<file path="src/rtl/seq_alu.sv">
// -----------------------------------------------------------------------------
// seq_alu
//
// Purpose
//   This is a WIDTH-generic multi-cycle ALU with registered outputs and a
//   start/done handshake.
//   - ADD, SUB, AND, OR, XOR and NOT complete in one cycle.
//   - MUL is an unsigned shift-add multiplier. It takes WIDTH cycles and
//     returns a 2*WIDTH-bit product.
//   - Opcode 111 is reserved. It completes in one cycle with err=1.
//
// Configuration
//   SEQ_ALU_MUL_EN  When defined, the MUL state, the accumulator and the step
//                   counter are built.
//                   When undefined, no multiplier is built, busy is tied low
//                   and opcode 110 behaves like the reserved opcode.
//
// Ports
//   clk     in   1        rising-edge clock
//   reset   in   1        asynchronous, active-high; clears all state
//   start   in   1        request, sampled only while busy=0
//   op      in   3        opcode, latched on acceptance
//   a, b    in   WIDTH    operands, latched on acceptance
//   busy    out  1        a MUL is in progress
//   done    out  1        one-cycle pulse when result/flags update
//   result  out  2*WIDTH  registered result, held until the next done
//   carry   out  1        ADD carry out / SUB no-borrow, else 0
//   zero    out  1        result is all zero
//   err     out  1        the last accepted op was reserved
// -----------------------------------------------------------------------------
module seq_alu #(
  parameter int WIDTH = 4
) (
  input  logic               clk,
  input  logic               reset,
  input  logic               start,
  input  logic [2:0]         op,
  input  logic [WIDTH-1:0]   a,
  input  logic [WIDTH-1:0]   b,
  output logic               busy,
  output logic               done,
  output logic [2*WIDTH-1:0] result,
  output logic               carry,
  output logic               zero,
  output logic               err
);

  typedef enum logic [2:0] {
    OP_ADD = 3'b000,
    OP_SUB = 3'b001,
    OP_AND = 3'b010,
    OP_OR  = 3'b011,
    OP_XOR = 3'b100,
    OP_NOT = 3'b101,
    OP_MUL = 3'b110,
    OP_RSV = 3'b111
  } op_e;

  localparam logic [WIDTH:0] ONE_EXT = 1;

  // Output registers
  logic [2*WIDTH-1:0] r_result;
  logic               r_carry;
  logic               r_zero;
  logic               r_err;
  logic               r_done;

  // Next-state values
  logic [2*WIDTH-1:0] w_result_nxt;
  logic               w_carry_nxt;
  logic               w_zero_nxt;
  logic               w_err_nxt;
  logic               w_done_nxt;

  // Single-cycle datapath, driven straight from the input operands
  logic [WIDTH:0]     w_sum;
  logic [WIDTH-1:0]   w_op_res;
  logic               w_op_carry;
  logic               w_op_err;

  // NOTE: every signal assigned in an always_comb gets a default value first.
  // This way, no path through the case statements can leave a signal
  // unassigned and infer a latch.
  always_comb begin
    w_sum      = '0;
    w_op_res   = '0;
    w_op_carry = 1'b0;
    w_op_err   = 1'b0;
    case (op)
      OP_ADD: begin
        w_sum      = {1'b0, a} + {1'b0, b};
        w_op_res   = w_sum[WIDTH-1:0];
        w_op_carry = w_sum[WIDTH];
      end
      OP_SUB: begin
        // Two's-complement subtract. Bit WIDTH of the sum is the no-borrow
        // flag, so it is 1 exactly when a >= b.
        w_sum      = {1'b0, a} + {1'b0, ~b} + ONE_EXT;
        w_op_res   = w_sum[WIDTH-1:0];
        w_op_carry = w_sum[WIDTH];
      end
      OP_AND:  w_op_res = a & b;
      OP_OR:   w_op_res = a | b;
      OP_XOR:  w_op_res = a ^ b;
      OP_NOT:  w_op_res = ~a;
      // This covers the reserved opcode. It also covers MUL when the
      // multiplier is not built, and in that case MUL behaves as reserved.
      default: w_op_err = 1'b1;
    endcase
  end

`ifdef SEQ_ALU_MUL_EN
  typedef enum logic {
    S_IDLE = 1'b0,
    S_MUL  = 1'b1
  } state_e;

  localparam int CW = $clog2(WIDTH + 1);

  state_e             r_state;
  state_e             w_state_nxt;
  // The upper half of the accumulator holds the partial product. The lower
  // half holds the multiplier, which shifts out LSB-first.
  logic [2*WIDTH-1:0] r_acc;
  logic [2*WIDTH-1:0] w_acc_nxt;
  logic [WIDTH-1:0]   r_mcand;
  logic [WIDTH-1:0]   w_mcand_nxt;
  logic [CW-1:0]      r_count;
  logic [CW-1:0]      w_count_nxt;
  logic [CW-1:0]      w_count_inc;
  logic [WIDTH:0]     w_mul_sum;
  logic [2*WIDTH-1:0] w_mul_acc;

  // One shift-add step. The carry out of the adder shifts into the top bit,
  // so the product never loses a bit.
  assign w_mul_sum   = {1'b0, r_acc[2*WIDTH-1:WIDTH]}
                     + (r_acc[0] ? {1'b0, r_mcand} : '0);
  assign w_mul_acc   = {w_mul_sum, r_acc[WIDTH-1:1]};
  assign w_count_inc = r_count + CW'(1);

  assign busy = (r_state == S_MUL);

  always_ff @(posedge clk or posedge reset) begin
    if (reset) begin
      r_state <= S_IDLE;
      r_acc   <= '0;
      r_mcand <= '0;
      r_count <= '0;
    end else begin
      r_state <= w_state_nxt;
      r_acc   <= w_acc_nxt;
      r_mcand <= w_mcand_nxt;
      r_count <= w_count_nxt;
    end
  end
`else
  assign busy = 1'b0;
`endif

  always_comb begin
    w_result_nxt = r_result;
    w_carry_nxt  = r_carry;
    w_zero_nxt   = r_zero;
    w_err_nxt    = r_err;
    w_done_nxt   = 1'b0;
`ifdef SEQ_ALU_MUL_EN
    w_state_nxt  = r_state;
    w_acc_nxt    = r_acc;
    w_mcand_nxt  = r_mcand;
    w_count_nxt  = r_count;
    case (r_state)
      S_IDLE: begin
        if (start) begin
          if (op == OP_MUL) begin
            w_state_nxt = S_MUL;
            w_acc_nxt   = {{WIDTH{1'b0}}, b};
            w_mcand_nxt = a;
            w_count_nxt = '0;
          end else begin
            w_result_nxt = {{WIDTH{1'b0}}, w_op_res};
            w_carry_nxt  = w_op_carry;
            w_zero_nxt   = (w_op_res == '0);
            w_err_nxt    = w_op_err;
            w_done_nxt   = 1'b1;
          end
        end
      end
      S_MUL: begin
        // A start that arrives in this state is simply not looked at.
        w_acc_nxt   = w_mul_acc;
        w_count_nxt = w_count_inc;
        if (w_count_inc == CW'(WIDTH)) begin
          w_result_nxt = w_mul_acc;
          w_carry_nxt  = 1'b0;
          w_zero_nxt   = (w_mul_acc == '0);
          w_err_nxt    = 1'b0;
          w_done_nxt   = 1'b1;
          w_state_nxt  = S_IDLE;
        end
      end
      default: w_state_nxt = S_IDLE;
    endcase
`else
    if (start) begin
      w_result_nxt = {{WIDTH{1'b0}}, w_op_res};
      w_carry_nxt  = w_op_carry;
      w_zero_nxt   = (w_op_res == '0);
      w_err_nxt    = w_op_err;
      w_done_nxt   = 1'b1;
    end
`endif
  end

  // NOTE: sequential state uses non-blocking assignments. Every register then
  // samples the values from before the edge, regardless of the order of the
  // statements.
  always_ff @(posedge clk or posedge reset) begin
    if (reset) begin
      r_result <= '0;
      r_carry  <= 1'b0;
      r_zero   <= 1'b1;
      r_err    <= 1'b0;
      r_done   <= 1'b0;
    end else begin
      r_result <= w_result_nxt;
      r_carry  <= w_carry_nxt;
      r_zero   <= w_zero_nxt;
      r_err    <= w_err_nxt;
      r_done   <= w_done_nxt;
    end
  end

  assign result = r_result;
  assign carry  = r_carry;
  assign zero   = r_zero;
  assign err    = r_err;
  assign done   = r_done;

endmodule

</file>
<file path="config.mk">
export PLATFORM = sky130hd
export DESIGN_NAME = seq_alu
export DESIGN_NICKNAME = d
export VERILOG_FILES = /design/src/rtl/seq_alu.sv
export SDC_FILE = /design/constraint.sdc
export NUM_CORES = 1
export LEC_CHECK = 0
export ABC_AREA = 1
export CORE_MARGIN = 3
export CORE_UTILIZATION = 35
export DETAILED_ROUTE_END_ITERATION = 6
export GPL_TIMING_DRIVEN = 1
export SYNTH_ARGS = -nofsm -noshare
export SYNTH_HDL_FRONTEND = slang
export SYNTH_SLANG_ARGS = --single-unit
</file>
<file path="constraint.sdc">
create_clock -name clk -period 0.8 [get_ports clk]
set_input_delay 0.16 -clock clk [delete_from_list [all_inputs] [get_ports clk]]
set_output_delay 0.16 -clock clk [all_outputs]
set_load 0.005 [all_outputs]
</file>
==> results.py, run 1 <==
metrics = {
    "grt": {
        "use_met1_pct": 17.4,
        "track_usage_pct": 16.5,
        "grt_max_degree": 10,
        "grt_pass1_vias": 1081,
        "antenna_found_initial": 0,
        "grt_overflow": 0,
        "busiest_layer": "met2",
        "grt_pass1_wl_mm": 4.31,
        "met2_usage_pct": 30.8,
        "grtUsageMet3_pct": 2.45,
    },
    "finish": {
        "area_growth_pct": 60.0,
        "insertedDiodeCount": 0,
        "fin_nets": 225,
        "drive_gt1_share_pct": 41.8,
    },
    "placement": {
        "port_buffers": 21,
        "hpwl_mm": 2.00,
        "gp_congestion": 0.912,
    },
    "power": {
        "powerDensity_mw_per_mm2": 1030,
        "power.leakage_nw": 0.834,
        "power_mw": 1.56,
        "peakVddDrop_mv": 0.788,
    },
    "flow_run": {
        "drv_cap": 0,
    },
    "clock_tree": {
        "htreeDepth": 1,
        "cts_buffer_depth": 2,
        "cts_buffers": 3,
        "cts.clk_slew.worst_paths_ns": 0.06,
        "cts.sinks": 8,
        "cts_tree": "done",
        "clkLatencyLatePin_ns": 0.26,
        "root_buffer": "clkbuf_4",
    },
    "setup_path": {
        "reg2reg_from": "result[2]",
        "crit_fanout": 2,
        "cp.arrival_ns": 1.47,
        "criticalPathCategory": "in2reg",
        "rrSetupSlack_ns": -0.10,
        "endpoint_kind": "flop",
        "worst-r2r-cell-count": 3,
        "crit_required_ns": 1.01,
        "crit_path_start_kind": "input port",
        "r2r-end": "result[2]",
    },
    "detailed_routing": {
        "routedWlPerCell_um": 10.9,
        "drc": 0,
        "dr_total_vias": 1033,
        "drt_first_iter_violations": 32,
        "drt_wl_total_mm": 2.47,
        "vias_per_cell": 4.57,
        "drtPass1Iterations": 4,
        "ant_nets": 0,
    },
    "synth": {
        "ys_ff_latch": 8,
        "syn_inst": 142,
        "yosys_warnings": 0,
        "syn_area_um2": 942,
        "synth-async-reset-ratio_pct": 100,
        "ys_seq_area_share_pct": 21.4,
        "yosys.cell_types.count": 22,
        "synth.avg_cell_area_um2": 6.63,
        "synth_edf_count": 0,
        "ys.flop_type": "dfrtp_1",
    },
    "timing": {
        "hold_slack_ns": 0.147,
        "fmax_mhz": 789,
        "finalCriticalPeriod_ns": 1.27,
        "finalSetupViolations": 14,
        "fin_ws_ns": -0.467,
        "fin_worst_skew_ns": 0,
        "finalHoldViolations": 0,
        "post-route-period-util_pct": 158,
        "rsz0062_at_grt": "yes",
        "maxSlewViolCount": 0,
    },
    "run_status": {
        "status": "complete, but fails checks",
        "violations": "setup timing",
    },
    "floorplanning": {
        "start_util_pct": 37.4,
        "fp.dieArea_mm2": 0.00335,
        "core_area_mm2": 0.00252,
        "die_y_um": 57.9,
        "row_count": 18,
        "fp.dieW_um": 57.9,
        "ios": 27,
    },
    "hold_path": {
        "hold_path_class": "in2async",
    },
}
worst max-delay path: stages:
cell and delay, ns:
buf_12 0.10, inv_12 0.03, ha_4 0.15, fa_2 0.50, nand3b_1 0.10, nand2_1 0.07
nor2_1 0.09, nand3b_1 0.08, nor2_1 0.09, nand2_1 0.05, nand2_1 0.05
worst max path at each step:
stage / start / end / slack (ns) / cells after the start
finish: a[0] / zero / -0.47 / 11
detailed placement: a[0] / zero / -1.25 / 14
CTS: a[0] / zero / -0.50 / 11
global route: a[0] / zero / -0.56 / 11
floorplan: a[0] / zero / -0.50 / 10
global placement: a[0] / zero / -1.21 / 14
placed cells by master, fill, tap and decap left out, types with 2 or more instances in the layout:
cell type	Yosys	routed
a21oi_1	3	3
buf_2	0	13
buf_4	5	28
buf_6	2	5
clkbuf_4	0	3
clkdlybuf4s15_2	0	2
conb_1	1	5
dfrtp_1	7	7
dlygate4sd2_1	0	2
fa_2	0	2
ha_1	12	6
ha_4	0	6
inv_1	23	13
inv_2	0	8
nand2_1	44	41
nand2_2	1	4
nand3_1	15	14
nand3b_1	3	3
nor2_1	13	10
nor2_2	1	2
nor2_4	1	3
nor3_1	2	2
o21ai_1	0	2
metal layers:
metal	routed length, um	part of all wire (%)	up-vias
met1	984	40	461
met3	161	6.5	6
met4	55	2.2	0
met2	1270	51	31
met5	0	0	-
li1	-	-	535
state kept, by name, summed over array words and instances (netlist names):
register and count:
result 4, carry 1, done 1, err 1
zero 1
repair_timing:
item,4_1_cts,5_1_grt
hold buffers,0,0
setup endpoints to repair,15,15
setup buffers,9,2
gates resized for setup,97,5
pin swaps,21,10
cells by family (layout without fill, tap and decap cells):
| logic type | after synthesis | in the layout | share of synthesized area [%] |
|---|---|---|---|
| adders and majority gates | 14 | 14 | 20.2 |
| buffers and inverters | 30 | 80 | 15.5 |
| AOI/OAI and AO/OA | 9 | 9 | 5.84 |
| and+or+nand+nor | 80 | 80 | 36.7 |
| other | 1 | 5 | 0.398 |
| DFF | 8 | 8 | 21.4 |
metrics by stage:
stage               setup TNS [ns]  setup WS, ns  cell area (um^2)  instances  utilization (%)
finish                       -3.17        -0.467              1510        226             59.8
floorplan                    -2.21        -0.503              1020        146                -
detailed placement           -8.89         -1.25              1410        215             56.0
CTS                          -3.40        -0.503              1500        226             59.5
global placement             -8.71         -1.21              1410        215             56.0
global route                 -3.93        -0.558              1510        226             59.8
Yosys cell counts, drive strengths merged, types with 2 or more instances:
library cell / n / area (um^2)
nand3b: 3 / 22.5
nand3: 15 / 75.1
fa: 2 / 40.0
nor2: 15 / 66.3
nor3: 2 / 10.0
o21ai: 2 / 10.0
nand2: 45 / 171
buf: 7 / 60.1
ha: 12 / 150
dfrtp: 7 / 175
inv: 23 / 86.3
a21oi: 4 / 23.8
where the power goes:
group	internal [mW]	leakage, nW	switching (mW)
sequential	0.457	0.0986	0.0197
clock	0.192	0.0150	0.150
combinational	0.379	0.720	0.359
total	1.03	0.834	0.528
cell type report:
| cell class | count | area, um^2 |
|---|---|---|
| repair buffers | 53 | 414 |
| flip-flops and latches | 8 | 201 |
| clock buffers | 4 | 26.3 |
| well taps | 30 | 37.5 |
| multi-input cells | 108 | 727 |
| fillers | 256 | 1010 |
| inverters | 23 | 101 |
(Power assumes the default switching activity.)
==> run 2, diff against run 1 <==
--- a/config.mk
+++ b/config.mk
@@ -7,4 +7,5 @@
 export LEC_CHECK = 0
 export ABC_AREA = 1
+export CAP_MARGIN = 20
 export CORE_MARGIN = 3
 export CORE_UTILIZATION = 35
==> constraint.sdc (replaced) <==
create_clock -name clk -period 0.8 [get_ports clk]
set_input_delay 0.16 -clock clk [delete_from_list [all_inputs] [get_ports clk]]
set_output_delay 0.16 -clock clk [all_outputs]
set_load 0.05 [all_outputs]
==> run 2 against run 1 <==
Net effect:
- fmax fell by 1.8%
- critical endpoint unchanged
- via count rose by 0.77%
- combinational power rose by 50%
- count of clock-buffer cells in the layout did not move
- critical path depth did not move
- register-to-register slack improved by 0.07 ns
- sequential power rose by 6.7%
- the flow still finishes with violations (setup timing)
- critical path type unchanged
- final area rose by 9.8%
- global-route usage fell by 0.47 points
- setup slack got worse by 0.023 ns
==> results.py, run 2 (synthesis gave the netlist of run 1 again) <==
metrics = {
    "floorplanning": {
        "core_area_mm2": 0.00252,
        "start_util_pct": 37.4,
        "fp.dieArea_mm2": 0.00335,
        "row_count": 18,
        "fp.dieW_um": 57.9,
        "die_y_um": 57.9,
        "ios": 27,
    },
    "setup_path": {
        "crit_family": "adder cells",
        "crit_chain": "buf_12 > inv_12 > ha_4 > fa_2 > nand3b_1 > nand2_1 > nor2_1 > nand3b_1 > nor2_1 > nand2_1 > nand2_1",
        "cp_slowest_cell": "fa_2",
        "worst-r2r-cell-count": 2,
        "cp.arrival_ns": 1.49,
        "slowest_delay_ns": 0.50,
        "endpoint_kind": "flop",
        "r2r-end": "result[2]",
        "criticalPathCategory": "in2reg",
        "cp_num_buf_inv": 2,
        "crit_path_frequent_cell": "nand2_1",
        "crit_path_start_kind": "input port",
        "reg2reg_from": "result[2]",
        "crit_required_ns": 1.00,
        "crit_fanout": 2,
        "rrSetupSlack_ns": -0.03,
    },
    "power": {
        "clockPowerShare_pct": 17.0,
        "p_sw_share_pct": 39.7,
        "power.leakage_nw": 0.858,
        "seqPwrFrac_pct": 26.1,
        "p_int_mw": 1.17,
        "power_mw": 1.95,
        "comb_power_share_pct": 56.9,
        "p_switching_uw": 775,
        "powerDensity_mw_per_mm2": 1180,
        "peakVddDrop_mv": 0.891,
    },
    "timing": {
        "post-route-period-util_pct": 161,
        "fin_worst_skew_ns": 0,
        "finalSetupViolations": 15,
        "fmax_mhz": 775,
        "finalSetupTns_ns": -3.94,
        "fin_ws_ns": -0.490,
        "rsz0062_at_grt": "yes",
        "finalHoldViolations": 0,
        "maxSlewViolCount": 0,
        "finalCriticalPeriod_ns": 1.29,
        "hold_slack_ns": 0.133,
    },
    "placement": {
        "gp_congestion": 0.888,
        "hpwl_mm": 1.95,
        "dpl_cell_area_mm2": 0.00147,
        "place_inst": 213,
        "dpl_worst_slack_ns": -1.25,
        "port_buffers": 21,
    },
    "clock_tree": {
        "cts.clk_slew.worst_paths_ns": 0.05,
        "cts_buffer_depth": 2,
        "cts_hold_buf": 0,
        "clkLatencyLatePin_ns": 0.26,
        "cts_tree": "done",
        "root_buffer": "clkbuf_4",
        "cts_buffers": 3,
        "htreeDepth": 1,
        "cts.sinks": 8,
    },
    "grt": {
        "grt_overflow": 0,
        "grt_max_degree": 10,
        "track_usage_pct": 16.0,
        "grt_pass1_vias": 1016,
        "antenna_found_initial": 0,
        "grt_pass1_wl_mm": 4.20,
    },
    "detailed_routing": {
        "dr_total_vias": 1041,
        "routedWlPerCell_um": 11.2,
        "drtPass1Iterations": 4,
        "drc": 0,
        "vias_per_cell": 4.69,
        "drt_wl_total_mm": 2.48,
        "drt_first_iter_violations": 13,
        "ant_nets": 0,
    },
    "finish": {
        "fin_area_mm2": 0.00166,
        "insertedDiodeCount": 0,
        "final_cell_mix": "nand2_1 (37), buf_4 (19), inv_1 (15)",
        "final_cells": 222,
        "fin_util_pct": 65.6,
        "area_growth_pct": 75.7,
        "largest_register_ffs": 4,
        "mostFrequentLayoutCell": "nand2_1",
        "drive_gt1_share_pct": 44.8,
        "fin_nets": 221,
    },
    "hold_path": {
        "hold_path_class": "in2async",
    },
    "run_status": {
        "status": "complete, but fails checks",
        "violations": "setup timing",
    },
    "flow_run": {
        "drv_cap": 0,
    },
}
[run 2: changes by cell type in the layout (fill, tap and decap cells not counted), moves of 3 or more]
| cell | before | now |
|---|---|---|
| nand2_2 | 4 | 7 |
| buf_6 | 5 | 10 |
| clkbuf_2 | 0 | 4 |
| buf_4 | 28 | 19 |
| buf_2 | 13 | 0 |
| nand2_1 | 41 | 37 |
| buf_12 | 1 | 9 |
[run 2: worst max-delay path by stage]
stage,start,end,slack (ns),cells after the start
after floorplan,a[0],zero,-0.54,10
after global placement,a[0],zero,-1.23,12
after detailed placement,a[0],zero,-1.25,12
after CTS,a[0],zero,-0.57,14
after global routing,a[0],zero,-0.60,11
final,a[0],zero,-0.49,11
[run 2: worst register-to-register path, stage by stage (launching register included)]
cell and delay (ns):
dfrtp_1 0.41, buf_4 0.15, o21a_1 0.16
[run 2: routing by layer]
layer / vias to the layer above / track usage [%] / share of wire [%]
met5: - / 0 / 0
met4: 0 / 8.28 / 2.9
met3: 9 / 2.23 / 4.8
met2: 36 / 28.9 / 54
met1: 465 / 18.1 / 38
li1: 531 / - / -
[run 2: area by class of cell]
type / count / area [um^2]
Multi-Input combinational cell: 108 / 769
Clock buffer: 4 / 26.3
Timing Repair Buffer: 49 / 518
Inverter: 23 / 101
Sequential cell: 8 / 203
Fill cell: 234 / 867
Tap cell: 30 / 37.5
[run 2: power by group through the flow]
stage	Clock [mW]	Sequential, mW	Combinational [mW]
6_report	0.332	0.508	1.11
5_1_grt	0.380	0.511	1.19
4_1_cts	0.350	0.507	1.05
3_5_place_dp	0	0.515	0.970
3_3_place_gp	0	0.513	0.961
2_1_floorplan	0	0.653	0.389
[run 2: repair_timing]
item / CTS / global route
endpoints found under the setup margin: 15 / 15
buffers inserted: 5 / 2
pin swaps: 20 / 17
gates resized for setup: 44 / 39
==> patch (settings of run 1) <==
The option `SEQ_ALU_MUL_EN` is turned on by a define.
--- a/src/rtl/seq_alu.sv
+++ b/src/rtl/seq_alu.sv
@@ -28,6 +28,8 @@
 //   zero    out  1        result is all zero
 //   err     out  1        the last accepted op was reserved
 // -----------------------------------------------------------------------------
+`define SEQ_ALU_MUL_EN
+
 module seq_alu #(
   parameter int WIDTH = 4
 ) (
Function: changed (Yosys sat finds a counterexample within 4 cycles, from zero or initial values and one cycle with reset high).
==> patch against run 1 <==
  * The run still ends with negative setup slack left
  * Synthesized area rose by 110%
  * Maximum frequency fell by 35%
  * Count of clock-buffer cells in the layout unchanged
  * Total power grew to 6.2 times the old value
  * Sequential power rose to 5.1 times the old value
  * Cell area up 120%
  * Worst setup slack lost 0.67 ns
  * Critical path depth did not move
  * Routed wire length rose by 140%
  * First-iteration DRC count rose to 2.7 times the old value
  * Register-to-register slack lost 1.0 ns
  * Clock skew rose by 0.011 ns
  * Sequential cell count increased by 20
  * Via count is 99% higher
  * Largest cell class unchanged
==> patch: results (changes against run 1) <==
Total GRT Usage: 18.63% (was 16.46%)
first-pass GRT wire length: 9.639 mm (was 4.312 mm)
post-CTS setup buffers: 17 (was 9)
outcome: finished with violations (unchanged)
Design Area, Final: 3287 um2 (was 1508 um2)
crit path launch: r_mcand[0] (was a[0])
Non-clk bufs: 97 (was 53)
final hold slack: 0.2873 ns (was 0.1466 ns)
setup violators final: 41 (was 14)
starting DRC count in detailed routing: 86 (was 32)
Net Switching: 3.864 mW (was 528.3 uW)
wire length on met1: 2.767 mm (was 984 um)
number of library cell types mapped by synthesis: 33 (was 22)
HPWL after DPL: 4.221 mm (was 2.001 mm)
Peak VDD IR: 1.820 mV (was 0.7884 mV)
seq_cells: 28 (was 8)
vias: 2057 (was 1033)
layout cell share with drive strength beyond 1: 46.41% (was 41.84%)
Worst Path Arrival: 2.16 ns (was 1.47 ns)
met3 wire length: 133 um (was 161 um)
sequential power: 2.42 mW (was 476 uW)
Die Area: 6679 um2 (was 3351 um2)
Clock Skew: 0.01061 ns (was 0 ns)
Final Net Count: 398 (was 225)
Avg WL per Cell: 13.63 um (was 10.94 um)
Setup WS post-layout: -1.137 ns (was -0.4671 ns)
Routed WL: 5.886 mm (was 2.473 mm)
largest net degree at the start of global routing: 16 (was 10)
Non-clock buffers, area share: 24.25% (was 27.47%)
routed length on met2: 2.904 mm (was 1.272 mm)
clk tree area frac: 1.675% (was 1.743%)
failing checks: negative setup slack (unchanged)
Pint: 5.706 mW (was 1.027 mW)
clock slew seen by the registers of the worst setup and hold paths: 0.10 ns (was 0.06 ns)
RePlAce Congestion: 0.9102 (was 0.9121)
Buffers on Ports: 26 (was 21)
grt met1 use: 26.14% (was 17.42%)
-- patch: changes by cell type in the layout (fill, tap and decap cells not counted), sizes merged, moves of 3 or more --
cell,run 1,this run
nand3,15,20
dfrtp,7,27
dlygate4sd2,2,6
conb,5,0
nand2,45,74
buf,47,86
o21ai,2,14
nor2,15,26
o221ai,0,3
ha,12,18
inv,23,46
a21oi,4,10
nand4,0,3
-- patch: worst max-delay path: cells and delay by family, from the launching register on --
kind / cells / cell delay, ns
AO/OA/AOI/OAI: 1 / 0.14
flip-flops: 1 / 0.38
adder cells (fa/ha/maj): 2 / 0.68
buffers and inverters: 2 / 0.10
AND/OR/NAND/NOR: 6 / 0.58
-- patch: cells by family (layout without fill, tap and decap cells) --
family	Yosys count	in the layout	share of synthesized area, %
simple gates	126	127	27.43
buf+inv	53	149	11.85
compound gates	34	34	10.22
flops	28	28	34.98
fa+ha+maj	21	21	14.21
xor+xnor	3	3	1.309
